<file path="config.mk">
export PLATFORM = sky130hd
export DESIGN_NAME = mgt_01_freg_wb_arbiter
export DESIGN_NICKNAME = d
export VERILOG_FILES = /design/src/rtl/mgt_01_freg_wb_arbiter_pkg.sv /design/src/rtl/mgt_01_freg_wb_arbiter_rr.sv /design/src/rtl/mgt_01_freg_wb_arbiter.sv
export SDC_FILE = /design/constraint.sdc
export NUM_CORES = 1
export LEC_CHECK = 0
export ABC_AREA = 1
export BUFFER_PORTS_ARGS = -buffer_cell sky130_fd_sc_hd__buf_2
export CORE_UTILIZATION = 50
export CTS_BUF_LIST = sky130_fd_sc_hd__clkbuf_4
export DETAILED_ROUTE_END_ITERATION = 12
export PLACE_DENSITY_LB_ADDON = 0.3
export RECOVER_POWER = 50
export SLEW_MARGIN = 20
export SYNTH_ARGS = -nofsm -noshare
export SYNTH_HDL_FRONTEND = slang
export SYNTH_SLANG_ARGS = --single-unit
</file>
<file path="constraint.sdc">
create_clock -name clk_i -period 5.32 [get_ports clk_i]
set_input_delay 1.064 -clock clk_i [delete_from_list [all_inputs] [get_ports clk_i]]
set_output_delay 1.064 -clock clk_i [all_outputs]
set_load 0.03 [all_outputs]
</file>
<file path="src/rtl/mgt_01_freg_wb_arbiter_pkg.sv">
// Shared types and constants for the MicroGT-01 FP register-file write-back path.
// f_register_e and float_t follow the core's existing FP register index and
// IEEE-754 single-precision word layout.
package mgt_01_freg_wb_arbiter_pkg;

  typedef logic [4:0]  f_register_e;
  typedef logic [31:0] float_t;

  // Write-back requester order; the index is also the arbiter request bit.
  typedef enum logic [1:0] {
    WB_FPU = 2'd0,
    WB_LSU = 2'd1,
    WB_MOV = 2'd2
  } fp_wb_src_e;

  localparam int FREG_WB_NREQ = 3;
  localparam int FREG_NUM     = 32;

endpackage

</file>
<file path="src/rtl/mgt_01_freg_wb_arbiter_rr.sv">
// Generic NREQ-way round-robin arbiter. Purely combinational: the caller owns
// the pointer register and advances it after an accepted grant.
module MGT_01_rr_arbiter #(
  parameter int NREQ = 3,
  parameter int IW   = $clog2(NREQ)
) (
  input  logic [NREQ-1:0] req_i,
  input  logic [IW-1:0]   ptr_i,
  output logic [NREQ-1:0] gnt_o,
  output logic [IW-1:0]   idx_o,
  output logic            any_o
);

  logic [IW-1:0] cand_s;

  // Pointer plus offset, wrapped into 0..NREQ-1 (pointer is always < NREQ).
  function automatic logic [IW-1:0] wrap_add(input logic [IW-1:0] base, input int off);
    int sum;
    sum = int'(base) + off;
    sum = (sum >= NREQ) ? (sum - NREQ) : sum;
    return sum[IW-1:0];
  endfunction

  // Scan from the pointer upward and grant the first requester found.
  always_comb begin
    gnt_o  = '0;
    idx_o  = '0;
    any_o  = 1'b0;
    cand_s = '0;
    for (int off = 0; off < NREQ; off++) begin
      cand_s = wrap_add(ptr_i, off);
      if (!any_o && req_i[cand_s]) begin
        gnt_o[cand_s] = 1'b1;
        idx_o         = cand_s;
        any_o         = 1'b1;
      end else begin
        any_o = any_o;
      end
    end
  end

endmodule

</file>
<file path="src/rtl/mgt_01_freg_wb_arbiter.sv">
// Write-back arbiter and pending-write scoreboard for the MicroGT-01 FP
// register file. Round-robin shares the single write port between FPU, LSU
// and MOV; the winning write is registered one cycle before the file.
// Optional feature macro: FREG_SCOREBOARD_EN builds the busy_q scoreboard and
// RAW/WAW hazard stall; without it the stall only reflects lock_i.
module mgt_01_freg_wb_arbiter
  import mgt_01_freg_wb_arbiter_pkg::*;
#(
  parameter int NREQ = FREG_WB_NREQ
) (
  input  logic                     clk_i,
  input  logic                     rst_i,
  input  logic [NREQ-1:0]          wb_valid_i,
  input  f_register_e [NREQ-1:0]   wb_faddr_i,
  input  float_t [NREQ-1:0]        wb_fdata_i,
  output logic [NREQ-1:0]          wb_ready_o,
  input  logic                     lock_i,
  output logic                     we_o,
  output f_register_e              wr_faddr_o,
  output float_t                   wr_fdata_o,
  input  logic                     issue_valid_i,
  input  f_register_e              issue_fdst_i,
  input  f_register_e [2:0]        issue_fsrc_i,
  output logic                     issue_stall_o
);

  localparam int IW = $clog2(NREQ);

  logic [IW-1:0]   rr_q, rr_d;
  logic            we_q;
  f_register_e     wr_faddr_q, wr_faddr_d;
  float_t          wr_fdata_q, wr_fdata_d;
  logic [NREQ-1:0] gnt_s;
  logic [IW-1:0]   gidx_s;
  logic            gany_s;
  logic            accept_s;
  logic            issue_stall_s;

  MGT_01_rr_arbiter #(.NREQ(NREQ), .IW(IW)) u_rr (
    .req_i (wb_valid_i),
    .ptr_i (rr_q),
    .gnt_o (gnt_s),
    .idx_o (gidx_s),
    .any_o (gany_s)
  );

  // lock_i masks every grant in the same cycle; a grant is accepted as soon as it is shown.
  always_comb begin
    if (lock_i) begin
      wb_ready_o = '0;
      accept_s   = 1'b0;
    end else begin
      wb_ready_o = gnt_s;
      accept_s   = gany_s;
    end
  end

  // Next pointer and write-register contents; address/data hold when nothing is accepted.
  always_comb begin
    rr_d       = rr_q;
    wr_faddr_d = wr_faddr_q;
    wr_fdata_d = wr_fdata_q;
    if (accept_s) begin
      rr_d       = (gidx_s == IW'(NREQ - 1)) ? '0 : (gidx_s + IW'(1));
      wr_faddr_d = wb_faddr_i[gidx_s];
      wr_fdata_d = wb_fdata_i[gidx_s];
    end else begin
      rr_d = rr_q;
    end
  end

  // Arbitration pointer and the registered register-file write port.
  always_ff @(posedge clk_i or posedge rst_i) begin
    if (rst_i) begin
      rr_q       <= '0;
      we_q       <= 1'b0;
      wr_faddr_q <= '0;
      wr_fdata_q <= '0;
    end else begin
      rr_q       <= rr_d;
      we_q       <= accept_s;
      wr_faddr_q <= wr_faddr_d;
      wr_fdata_q <= wr_fdata_d;
    end
  end

`ifdef FREG_SCOREBOARD_EN
  logic [FREG_NUM-1:0] busy_q, busy_d;
  logic                hazard_s;

  // Any operand or the destination still waiting on a write is a hazard.
  always_comb begin
    hazard_s = busy_q[issue_fdst_i]    | busy_q[issue_fsrc_i[0]] |
               busy_q[issue_fsrc_i[1]] | busy_q[issue_fsrc_i[2]];
    issue_stall_s = issue_valid_i & (hazard_s | lock_i);
  end

  // Clear on the write the file captures, then set on issue so a newer producer wins.
  always_comb begin
    busy_d = busy_q;
    if (we_q) begin
      busy_d[wr_faddr_q] = 1'b0;
    end else begin
      busy_d = busy_d;
    end
    if (issue_valid_i && !issue_stall_s) begin
      busy_d[issue_fdst_i] = 1'b1;
    end else begin
      busy_d = busy_d;
    end
  end

  // Pending-write scoreboard storage.
  always_ff @(posedge clk_i or posedge rst_i) begin
    if (rst_i) begin
      busy_q <= '0;
    end else begin
      busy_q <= busy_d;
    end
  end
`else
  logic unused_issue_regs_s;

  // Without the scoreboard only a save/restore lock holds issue back.
  always_comb begin
    issue_stall_s = issue_valid_i & lock_i;
  end

  assign unused_issue_regs_s = ^{issue_fdst_i, issue_fsrc_i};
`endif

  assign we_o          = we_q;
  assign wr_faddr_o    = wr_faddr_q;
  assign wr_fdata_o    = wr_fdata_q;
  assign issue_stall_o = issue_stall_s;

endmodule
</file>
==> flow_summary.toml <==
[run_status]
status = "finished with violations"
violations = "max-capacitance violations, max-slew violations"

[clock_tree]
post_cts_resized = 0
ctsHoldBuffers = 0
clock_tree.buffer_depth = 2
root_buffer = "clkbuf_4"
cts_buffers = 5
clkTransAtPathRegs_ps = 120
htreeDepth = 2
cts_setup_buffers = 0
clk_latency_ps = 340
cts_tree = "built"
clock_sinks = 40

[setup_path]
worstSetupStartpoint = "rr_q[0]"
critical_path.max_fanout = 38
worstPathRequired_ps = 5550
start_kind = "flop"
rr_endpoint = "wr_fdata_o[8]"
cp.depth = 13
cp_slowest_cell = "nand3_2"
crit_path_end_kind = "flop"
ff2ff_setup_slack_ps = 1630
path_delay_family = "simple AND/OR/NAND/NOR gates"
path_cells = "inv_1 -> ha_1 -> inv_2 -> nand2_1 -> nand3_1 -> nand2_1 -> nand3_1 -> nand3_2 -> nand2_1 -> buf_4 -> nand2_1 -> nand3_1 -> a21oi_1"
crit_top_cell = "nand2_1"
max_stage_delay_ps = 830
worstSetupPathType = "reg -> reg"
critPathBufInv = 3
arrival_ps = 3920
cp-endpoint = "wr_fdata_o[8]"
rr_startpoint = "rr_q[0]"
reg2reg_depth = 13

[synth]
ys_seq_area_share_pct = 31.16
yosys.area.top_type = "dfrtp_1"
syn_inst = 437
synth_top_area_share_pct = 31.16
synth.distinct_cells = 25
synth_most_common_cell = "inv_1"
yosysWarningCount = 0
synth_top_cells_by_count = "inv_1 (83), nand2_1 (60), a21oi_1 (57)"
synthArstFlopShare_pct = 100.0
synth_edf_count = 0
yosys-top-cells-area = "dfrtp_1 (31%), nand3_2 (12%), inv_1 (9.7%)"
synth_seq_cells = 40
syn_area_sq_mm = 0.003212
synth_area_per_cell_sq_um = 7.350
synth_ff_type = "dfrtp_1"
syn_nets = 579

[drt]
drtAntennaViolNets = 0
wl_per_cell_um = 13.04
dr_wl_met3_um = 594
drtIter0Drc = 177
wl_met2_um = 4244
num_vias = 3299
wl_met1_um = 3644
dr.pass1.iters = 4
finalWirelength_um = 8525
vias_per_cell = 5.044
highest_layer = "met4"
drc = 0

[floorplanning]
rows = 28
ios = 180
die_x_um = 82.15
core_area_sq_mm = 0.006061
die_h_um = 82.15
initial_utilization_pct = 52.99
dieArea_sq_mm = 0.006748

[power_and_ir_drop]
power_density_mw_per_mm2 = 784.6
p_sw_mw = 1.838
finalPower_mw = 3.063
leakage_nw = 2.225
combPwrFrac_pct = 76.9
p_int_mw = 1.225
peakVddDrop_mv = 0.5071
swShare_pct = 60.01
pwr-share-clk_pct = 5.2
p_seq_share_pct = 18.0

[timing]
rsz0062_at_grt = "false"
worstMarginPinSlew_ps = 2214
setup_viol = 0
fin_worst_skew_ps = 14.71
relSlewSlack_pct = -47.61
hold_slack_ps = 524.6
setup_tns_ps = 0
fin_crit_sh_pct = 69.27
hold_viol_final = 0
fmax_ghz = 0.2714
min_period_ps = 3685
maxSlewViolCount = 41

[placement]
io_buffers = 159
gp_congestion = 0.8161
dp_cells = 646
hpwlAfterDp_um = 5816

[job]
drv_cap = 1

[final_layout]
finalNonFillerCells = 654
syn_to_final_growth_pct = 21.54
drive_gt1_share_pct = 38.34
fin_util_pct = 64.41
diodes = 0
nNetsFinal = 720

[global_routing]
grt_max_degree = 41
grt_pass1_vias = 2856
grt_use_total_pct = 25.16
grt_remaining_overflow = 0
antenna_found_initial = 0
grt_pass1_wl_um = 13010

[worst_hold_path]
hp-class = "reg -> reg"
-- worst register-to-register path, stage by stage, from the launching register on --
cell and delay, ps:
dfrtp_1 390, inv_1 80, ha_1 440, inv_2 110
nand2_1 50, nand3_1 60, nand2_1 110, nand3_1 150
nand3_2 830, nand2_1 670, buf_4 420, nand2_1 110
nand3_1 90, a21oi_1 90
-- cell families after synthesis --
logic type	Yosys count	synth area share [%]
and+or+nand+nor	192	32.88
buffers and inverters	117	18.35
adders and majority gates	4	1.558
AOI/OAI and AO/OA	84	16.05
DFF	40	31.16
-- area by class of cell --
type,count,area (sq um)
clock buffer,6,45.04
fill,594,2157
tap,75,93.84
inverter,88,330.3
timing repair buffer,163,795.8
sequential,40,1001
clock inverter,2,11.26
multi-input combinational,280,1627
-- flip-flops by register name, summed over array words and instances (netlist names) --
name        flops
rr_q            2
we_o            1
wr_faddr_o      5
wr_fdata_o     32
-- cells in the final DEF, fill, tap and decap left out --
cell	Yosys	layout
buf_4	5	3
nand3_2	40	41
clkinvlp_4	0	1
o21ai_2	1	1
a21boi_4	1	1
nor2_1	39	39
nand2_4	1	1
a22oi_1	1	1
inv_1	83	82
inv_2	5	5
dfrtp_1	40	40
nand3_1	46	45
a21oi_1	57	57
clkinv_1	0	2
buf_2	7	138
clkbuf_1	3	22
a31oi_1	1	1
a21oi_2	19	19
nor2_2	1	1
o21ai_0	2	2
clkbuf_4	0	6
nand2_1	60	60
ha_1	4	4
o22ai_1	2	2
nand2_2	4	4
nor2_4	1	1
-- how the worst min path moves through the flow --
stage / cells past startpoint / from / to
floorplan: 2 / rr_q[1] / rr_q[1]
global placement: 2 / wr_fdata_o[22] / wr_fdata_o[22]
detailed placement: 2 / wr_fdata_o[19] / wr_fdata_o[19]
CTS: 2 / wr_fdata_o[19] / wr_fdata_o[19]
global route: 2 / wr_fdata_o[31] / wr_fdata_o[31]
finish: 2 / wr_fdata_o[28] / wr_fdata_o[28]
-- power by group through the flow --
| stage | Combinational, mW | Sequential [mW] | Clock, mW |
|---|---|---|---|
| after floorplan | 1.83 | 0.836 | 0 |
| after global placement | 2.34 | 0.544 | 0 |
| after detailed placement | 2.38 | 0.553 | 0 |
| after CTS | 2.38 | 0.546 | 0.166 |
| after global routing | 2.58 | 0.567 | 0.180 |
| final | 2.35 | 0.551 | 0.158 |
-- layer usage --
metal  global-route usage (%)  vias up
li1                         -     1657
met1                    29.76     1492
met2                    46.61      146
met3                    5.275        4
met4                    4.912        0
met5                        0        -
-- stage by stage --
| stage | cell area (sq um) | worst slack (ps) |
|---|---|---|
| after floorplan | 3212 | 2153 |
| after global placement | 3877 | 1401 |
| after detailed placement | 3877 | 1389 |
| after CTS | 3934 | 1666 |
| after global routing | 3904 | 1293 |
| final | 3904 | 1635 |
Power figures use the tool's default switching activity.
